## config.mk

```make
export PLATFORM = sky130hd
export DESIGN_NAME = imuldiv_div_iter_ctrl_flat
export DESIGN_NICKNAME = d
export VERILOG_FILES = /design/src/rtl/imuldiv_div_iter_ctrl_pkg.sv /design/src/rtl/imuldiv_div_iter_ctrl_if.sv /design/src/rtl/imuldiv_div_iter_counter.sv /design/src/rtl/imuldiv_div_iter_ctrl.sv /design/src/flat_wrapper.sv
export SDC_FILE = /design/constraint.sdc
export NUM_CORES = 1
export LEC_CHECK = 0
export BUFFER_PORTS_ARGS = -buffer_cell sky130_fd_sc_hd__buf_2
export CORE_AREA = 10 10 47 49
export DETAILED_ROUTE_END_ITERATION = 8
export DIE_AREA = 0 0 57 59
export PLACE_DENSITY = 0.61
export SLEW_MARGIN = 0
export SYNTH_ARGS = -nofsm -noshare
export SYNTH_HDL_FRONTEND = slang
export SYNTH_SLANG_ARGS = --single-unit
export TNS_END_PERCENT = 100
```

## constraint.sdc

```tcl
create_clock -name clk -period 4.09 [get_ports clk]
set_clock_uncertainty 0.15 [all_clocks]
set_input_delay 0.818 -clock clk [delete_from_list [all_inputs] [get_ports clk]]
set_output_delay 0.818 -clock clk [all_outputs]
set_load 0.1 [all_outputs]
```

## src/rtl/imuldiv_div_iter_ctrl_pkg.sv

```systemverilog
// Shared encodings for the iterative restoring divider control path:
// FSM states, datapath mux-select constants and the default operand width.
package imuldiv_div_pkg;

  localparam int unsigned DIV_WIDTH = 32;

  typedef enum logic [1:0] {
    IDLE = 2'd0,
    CALC = 2'd1,
    DONE = 2'd2
  } div_state_e;

  localparam logic A_SEL_INIT    = 1'b0;
  localparam logic A_SEL_ITER    = 1'b1;
  localparam logic B_SEL_INIT    = 1'b0;
  localparam logic B_SEL_HOLD    = 1'b1;
  localparam logic SUB_SEL_SHIFT = 1'b0;
  localparam logic SUB_SEL_SUB   = 1'b1;

  typedef struct packed {
    logic a_mux_sel;
    logic b_mux_sel;
    logic sub_mux_sel;
    logic a_en;
    logic b_en;
    logic fn_en;
  } div_ctrl_t;

endpackage

```

## src/rtl/imuldiv_div_iter_ctrl_if.sv

```systemverilog
// Request/response val-rdy handshakes between a divider client and the
// divider control unit.
interface imuldiv_div_iter_ctrl_if;

  logic divreq_val;
  logic divreq_rdy;
  logic divresp_val;
  logic divresp_rdy;

  modport master (
    output divreq_val,
    input  divreq_rdy,
    input  divresp_val,
    output divresp_rdy
  );

  modport slave (
    input  divreq_val,
    output divreq_rdy,
    output divresp_val,
    input  divresp_rdy
  );

endinterface

```

## src/rtl/imuldiv_div_iter_counter.sv

```systemverilog
// Loadable down-counter tracking remaining shift-subtract steps; it saturates
// at zero so a stray decrement can never wrap it.
module imuldiv_div_iter_counter #(
  parameter int unsigned CNT_W = 5
) (
  input  logic             clk,
  input  logic             reset,
  input  logic             load_i,
  input  logic [CNT_W-1:0] load_val_i,
  input  logic             dec_i,
  output logic             zero_o
);

  logic [CNT_W-1:0] cnt_q;
  logic [CNT_W-1:0] cnt_d;

  // NOTE: cnt_d gets a default before any branch so the comb block never infers a latch.
  always_comb begin
    cnt_d = cnt_q;
    if (load_i) begin
      cnt_d = load_val_i;
    end else if (dec_i && (cnt_q != '0)) begin
      cnt_d = cnt_q - 1'b1;
    end
  end

  // NOTE: state uses non-blocking assignments; reset is asynchronous so the
  // counter clears even without a running clock.
  always_ff @(posedge clk or posedge reset) begin
    if (reset) begin
      cnt_q <= '0;
    end else begin
      cnt_q <= cnt_d;
    end
  end

  assign zero_o = (cnt_q == '0);

endmodule

```

## src/rtl/imuldiv_div_iter_ctrl.sv

```systemverilog
// Control FSM for the iterative restoring divider: handshakes, WIDTH-step
// iteration sequencing and all datapath select/enable decode.
module imuldiv_div_iter_ctrl
  import imuldiv_div_pkg::*;
#(
  parameter int unsigned WIDTH = DIV_WIDTH
) (
  input  logic                    clk,
  input  logic                    reset,
  imuldiv_div_iter_ctrl_if.slave  div_if,
  input  logic                    diff_msb,
  output logic                    a_mux_sel,
  output logic                    b_mux_sel,
  output logic                    sub_mux_sel,
  output logic                    a_en,
  output logic                    b_en,
  output logic                    fn_en,
  output logic                    busy
);

  localparam int unsigned CNT_W = $clog2(WIDTH);

  div_state_e state_q;
  div_state_e state_d;
  div_ctrl_t  ctrl;
  logic       req_rdy;
  logic       req_fire;
  logic       cnt_zero;

  // DONE accepts a new request in the same cycle the response retires.
  assign req_rdy  = (state_q == IDLE) || ((state_q == DONE) && div_if.divresp_rdy);
  assign req_fire = div_if.divreq_val && req_rdy;

  imuldiv_div_iter_counter #(
    .CNT_W (CNT_W)
  ) u_counter (
    .clk        (clk),
    .reset      (reset),
    .load_i     (req_fire),
    .load_val_i (CNT_W'(WIDTH - 1)),
    .dec_i      (state_q == CALC),
    .zero_o     (cnt_zero)
  );

  always_ff @(posedge clk or posedge reset) begin
    if (reset) begin
      state_q <= IDLE;
    end else begin
      state_q <= state_d;
    end
  end

  always_comb begin
    state_d = state_q;
    unique case (state_q)
      IDLE:    if (req_fire) state_d = CALC;
      CALC:    if (cnt_zero) state_d = DONE;
      DONE:    if (div_if.divresp_rdy) state_d = div_if.divreq_val ? CALC : IDLE;
      default: state_d = IDLE;
    endcase
  end

  always_comb begin
    ctrl               = '0;
    div_if.divreq_rdy  = req_rdy;
    div_if.divresp_val = 1'b0;
    busy               = 1'b0;
    unique case (state_q)
      IDLE, DONE: begin
        div_if.divresp_val = (state_q == DONE);
        busy               = (state_q == DONE);
        if (req_fire) begin
          ctrl.a_en      = 1'b1;
          ctrl.b_en      = 1'b1;
          ctrl.fn_en     = 1'b1;
          ctrl.a_mux_sel = A_SEL_INIT;
          ctrl.b_mux_sel = B_SEL_INIT;
        end
      end
      CALC: begin
        busy             = 1'b1;
        ctrl.a_en        = 1'b1;
        ctrl.a_mux_sel   = A_SEL_ITER;
        ctrl.b_mux_sel   = B_SEL_HOLD;
        // diff_msb is only consulted here, so an X elsewhere stays contained.
        ctrl.sub_mux_sel = diff_msb ? SUB_SEL_SHIFT : SUB_SEL_SUB;
      end
      default: ;
    endcase
  end

  assign a_mux_sel   = ctrl.a_mux_sel;
  assign b_mux_sel   = ctrl.b_mux_sel;
  assign sub_mux_sel = ctrl.sub_mux_sel;
  assign a_en        = ctrl.a_en;
  assign b_en        = ctrl.b_en;
  assign fn_en       = ctrl.fn_en;

endmodule

```

## src/flat_wrapper.sv

```systemverilog
// flat-port wrapper written by rule: the top's interface ports become plain ports
module imuldiv_div_iter_ctrl_flat import imuldiv_div_pkg::*;
#(
  parameter int unsigned WIDTH = DIV_WIDTH
)
  (clk, reset, diff_msb, a_mux_sel, b_mux_sel, sub_mux_sel, a_en, b_en, fn_en, busy, div_if_divreq_val, div_if_divreq_rdy, div_if_divresp_val, div_if_divresp_rdy);
  imuldiv_div_iter_ctrl_if div_if_i ();
  input  logic clk;
  input  logic reset;
  input  logic diff_msb;
  output logic a_mux_sel;
  output logic b_mux_sel;
  output logic sub_mux_sel;
  output logic a_en;
  output logic b_en;
  output logic fn_en;
  output logic busy;
  input wire logic [$bits(div_if_i.divreq_val)-1:0] div_if_divreq_val;
  output wire logic [$bits(div_if_i.divreq_rdy)-1:0] div_if_divreq_rdy;
  output wire logic [$bits(div_if_i.divresp_val)-1:0] div_if_divresp_val;
  input wire logic [$bits(div_if_i.divresp_rdy)-1:0] div_if_divresp_rdy;
  assign div_if_i.divreq_val = div_if_divreq_val;
  assign div_if_divreq_rdy = div_if_i.divreq_rdy;
  assign div_if_divresp_val = div_if_i.divresp_val;
  assign div_if_i.divresp_rdy = div_if_divresp_rdy;
  imuldiv_div_iter_ctrl #(.WIDTH(WIDTH)) u_core (.clk(clk), .reset(reset), .div_if(div_if_i), .diff_msb(diff_msb), .a_mux_sel(a_mux_sel), .b_mux_sel(b_mux_sel), .sub_mux_sel(sub_mux_sel), .a_en(a_en), .b_en(b_en), .fn_en(fn_en), .busy(busy));
endmodule
```

==> qor.txt <==
Status: completed
Clk sinks: 7
CTS tree: yes
Drt first pass iters: 4
CP arrival: 1.90 ns
RSZ-0062 raised after global routing: no
Net count, final: 79
Crit-path max FO: 6
Grt total ovfl: 0
Post-Syn Instances: 54
Synthesis Warnings: 0
Pin count of the biggest net entering global routing: 13
CTS clk-pin slew, worst paths: 0.05 ns
Cell accounting for the most synthesized area: dfrtp_1
I/O Pins: 14
Synth top area share: 36.2%
Starting Density: 34.6%
Die area: 3360 um^2
Worst reg2reg path depth: 5
Hold_buf cts: 0
Slew headroom: 67.6%
DRT iter0 DRCs: 12
DRC violations left: 0
Final Hold Viols: 0
Crit end category: output port
Worst-margin pin slew: 0.489 ns
Fin crit share: 70.0%
Final Non-Filler Cells: 83
Final Max Tran Viols: 0
Post-synth EDFFs: 0
H-tree Lvls: 1
Area after DPL: 542 um^2
Ys async rst share: 100%
Via count: 420
Hold slack: 0.339 ns
Clk_lat worst skew: 0.25 ns
Vias per inst: 5.06
Distinct cells, synth: 24
Root Driver: clkbuf_4
DIE HEIGHT: 59 um
Max clock buf depth: 2
Antenna Nets Post-Route: 0
Row Count: 14
Critical Path Start Type: flop
Mapped Nets: 65
Sum Neg Setup Slack: 0 ns
Max Cap Viol: 0
Synth top area cells: dfrtp_1 36%, ha_1 16%, inv_1 6.2%, buf_4 4.7%, a21oi_1 3.1%
Synth Register Bits: 7
Detailed-placement wirelength estimate: 798 um
Port bufs: 13
Layout cells sized above 1: 23.9%
Routed len/inst: 11.9 um
CTS buffer count: 3
Ys flop type: dfrtp_1
Worst min-delay path category: in -> async
Placed cells: 79
Avg Synthesized Cell Area: 8.97 um^2
Global-route wire length before repair: 1.81 mm
Total track usage: 6.55%
Setup violations, final: 0
Initial antenna violation count: 0
Post-CTS Setup Bufs: 0
Seq/Total Area, Yosys: 36.2%
# resized after CTS: 0
Total core area: 1400 um^2
Synth top cells by count: 8 x inv_1, 7 x dfrtp_1, 6 x ha_1, 4 x nand2_1
Placer congestion estimate: 0.727
CP required: 3.12 ns
Crit Path Class: reg -> out
Most common cell in the netlist: inv_1
WL final: 991 um
Fmax: 0.349 GHz
Area Growth Syn to Fin: 17.3%
Post-synthesis cell area: 484 um^2
Finished layout cell area: 568 um^2
Die W: 57 um
Vias in the first global route: 434
Min Tclk post-route: 2.86 ns
Antenna cells: 0
flip-flops by register name, summed over array words and instances (netlist names):
name                    count
u_core.u_counter.cnt_q      5
u_core.state_q              2
cell families (layout without fill, tap and decap cells):
kind of cell	after synthesis	count (layout)	share of synthesized area, %
buffers and inverters	12	25	11.9
AO/OA/AOI/OAI	13	13	17.3
adder cells (fa/ha/maj)	6	6	15.5
multiplexers	1	1	2.33
flip-flops	7	7	36.2
AND/OR/NAND/NOR	15	15	16.8
critical path: stages (launching register included):
cell     delay, ns
dfrtp_1       0.41
inv_1         0.16
ha_1          0.24
a21o_1        0.17
nand2_1       0.15
inv_1         0.10
buf_2         0.42
area by class of cell:
type                    instances  area, um^2
clock buffers                   4        26.3
fillers                       146         833
inverters                       8        30.0
multi-input cells              35         251
flip-flops and latches          7         175
well taps                      16        20.0
repair buffers                 13        65.1
cells in the final DEF, fill, tap and decap left out, drive strengths merged, types with 2 or more instances in the layout:
cell / netlist / final
a21oi: 3 / 3
and3: 2 / 2
buf: 4 / 13
clkbuf: 0 / 4
dfrtp: 7 / 7
ha: 6 / 6
inv: 8 / 8
nand2: 4 / 4
nand3: 2 / 2
nor2: 2 / 2
o21ai: 4 / 4
through the flow:
stage	setup WS, ns	util (%)
after global placement	1.42	38.7
after global routing	1.07	40.5
after CTS	1.22	40.5
final	1.23	40.5
after floorplan	0.165	-
after detailed placement	1.41	38.7
final timing paths:
kind | start | endpoint | slack [ns]
worst max-delay path | u_core.state_q[0] | fn_en | 1.23
worst min-delay path | reset | u_core.state_q[0] | 0.34
worst max register to register | u_core.u_counter.cnt_q[0] | u_core.state_q[0] | 1.83
worst min register to register | u_core.u_counter.cnt_q[4] | u_core.u_counter.cnt_q[4] | 0.39
max in group asynchronous | reset | u_core.u_counter.cnt_q[1] | 3.24
min in group clk | u_core.u_counter.cnt_q[4] | u_core.u_counter.cnt_q[4] | 0.39
routing by layer:
metal | global-route usage, % | vias to the layer above | share of wire [%]
met5 | 0 | - | 0
met4 | 4.03 | 0 | 0.91
met3 | 3.43 | 2 | 8.0
met2 | 9.30 | 16 | 43
met1 | 7.55 | 190 | 48
li1 | - | 212 | -
Power is not shown: default switching activity piles up to over one toggle a cycle in this logic, so the estimate is an artifact.
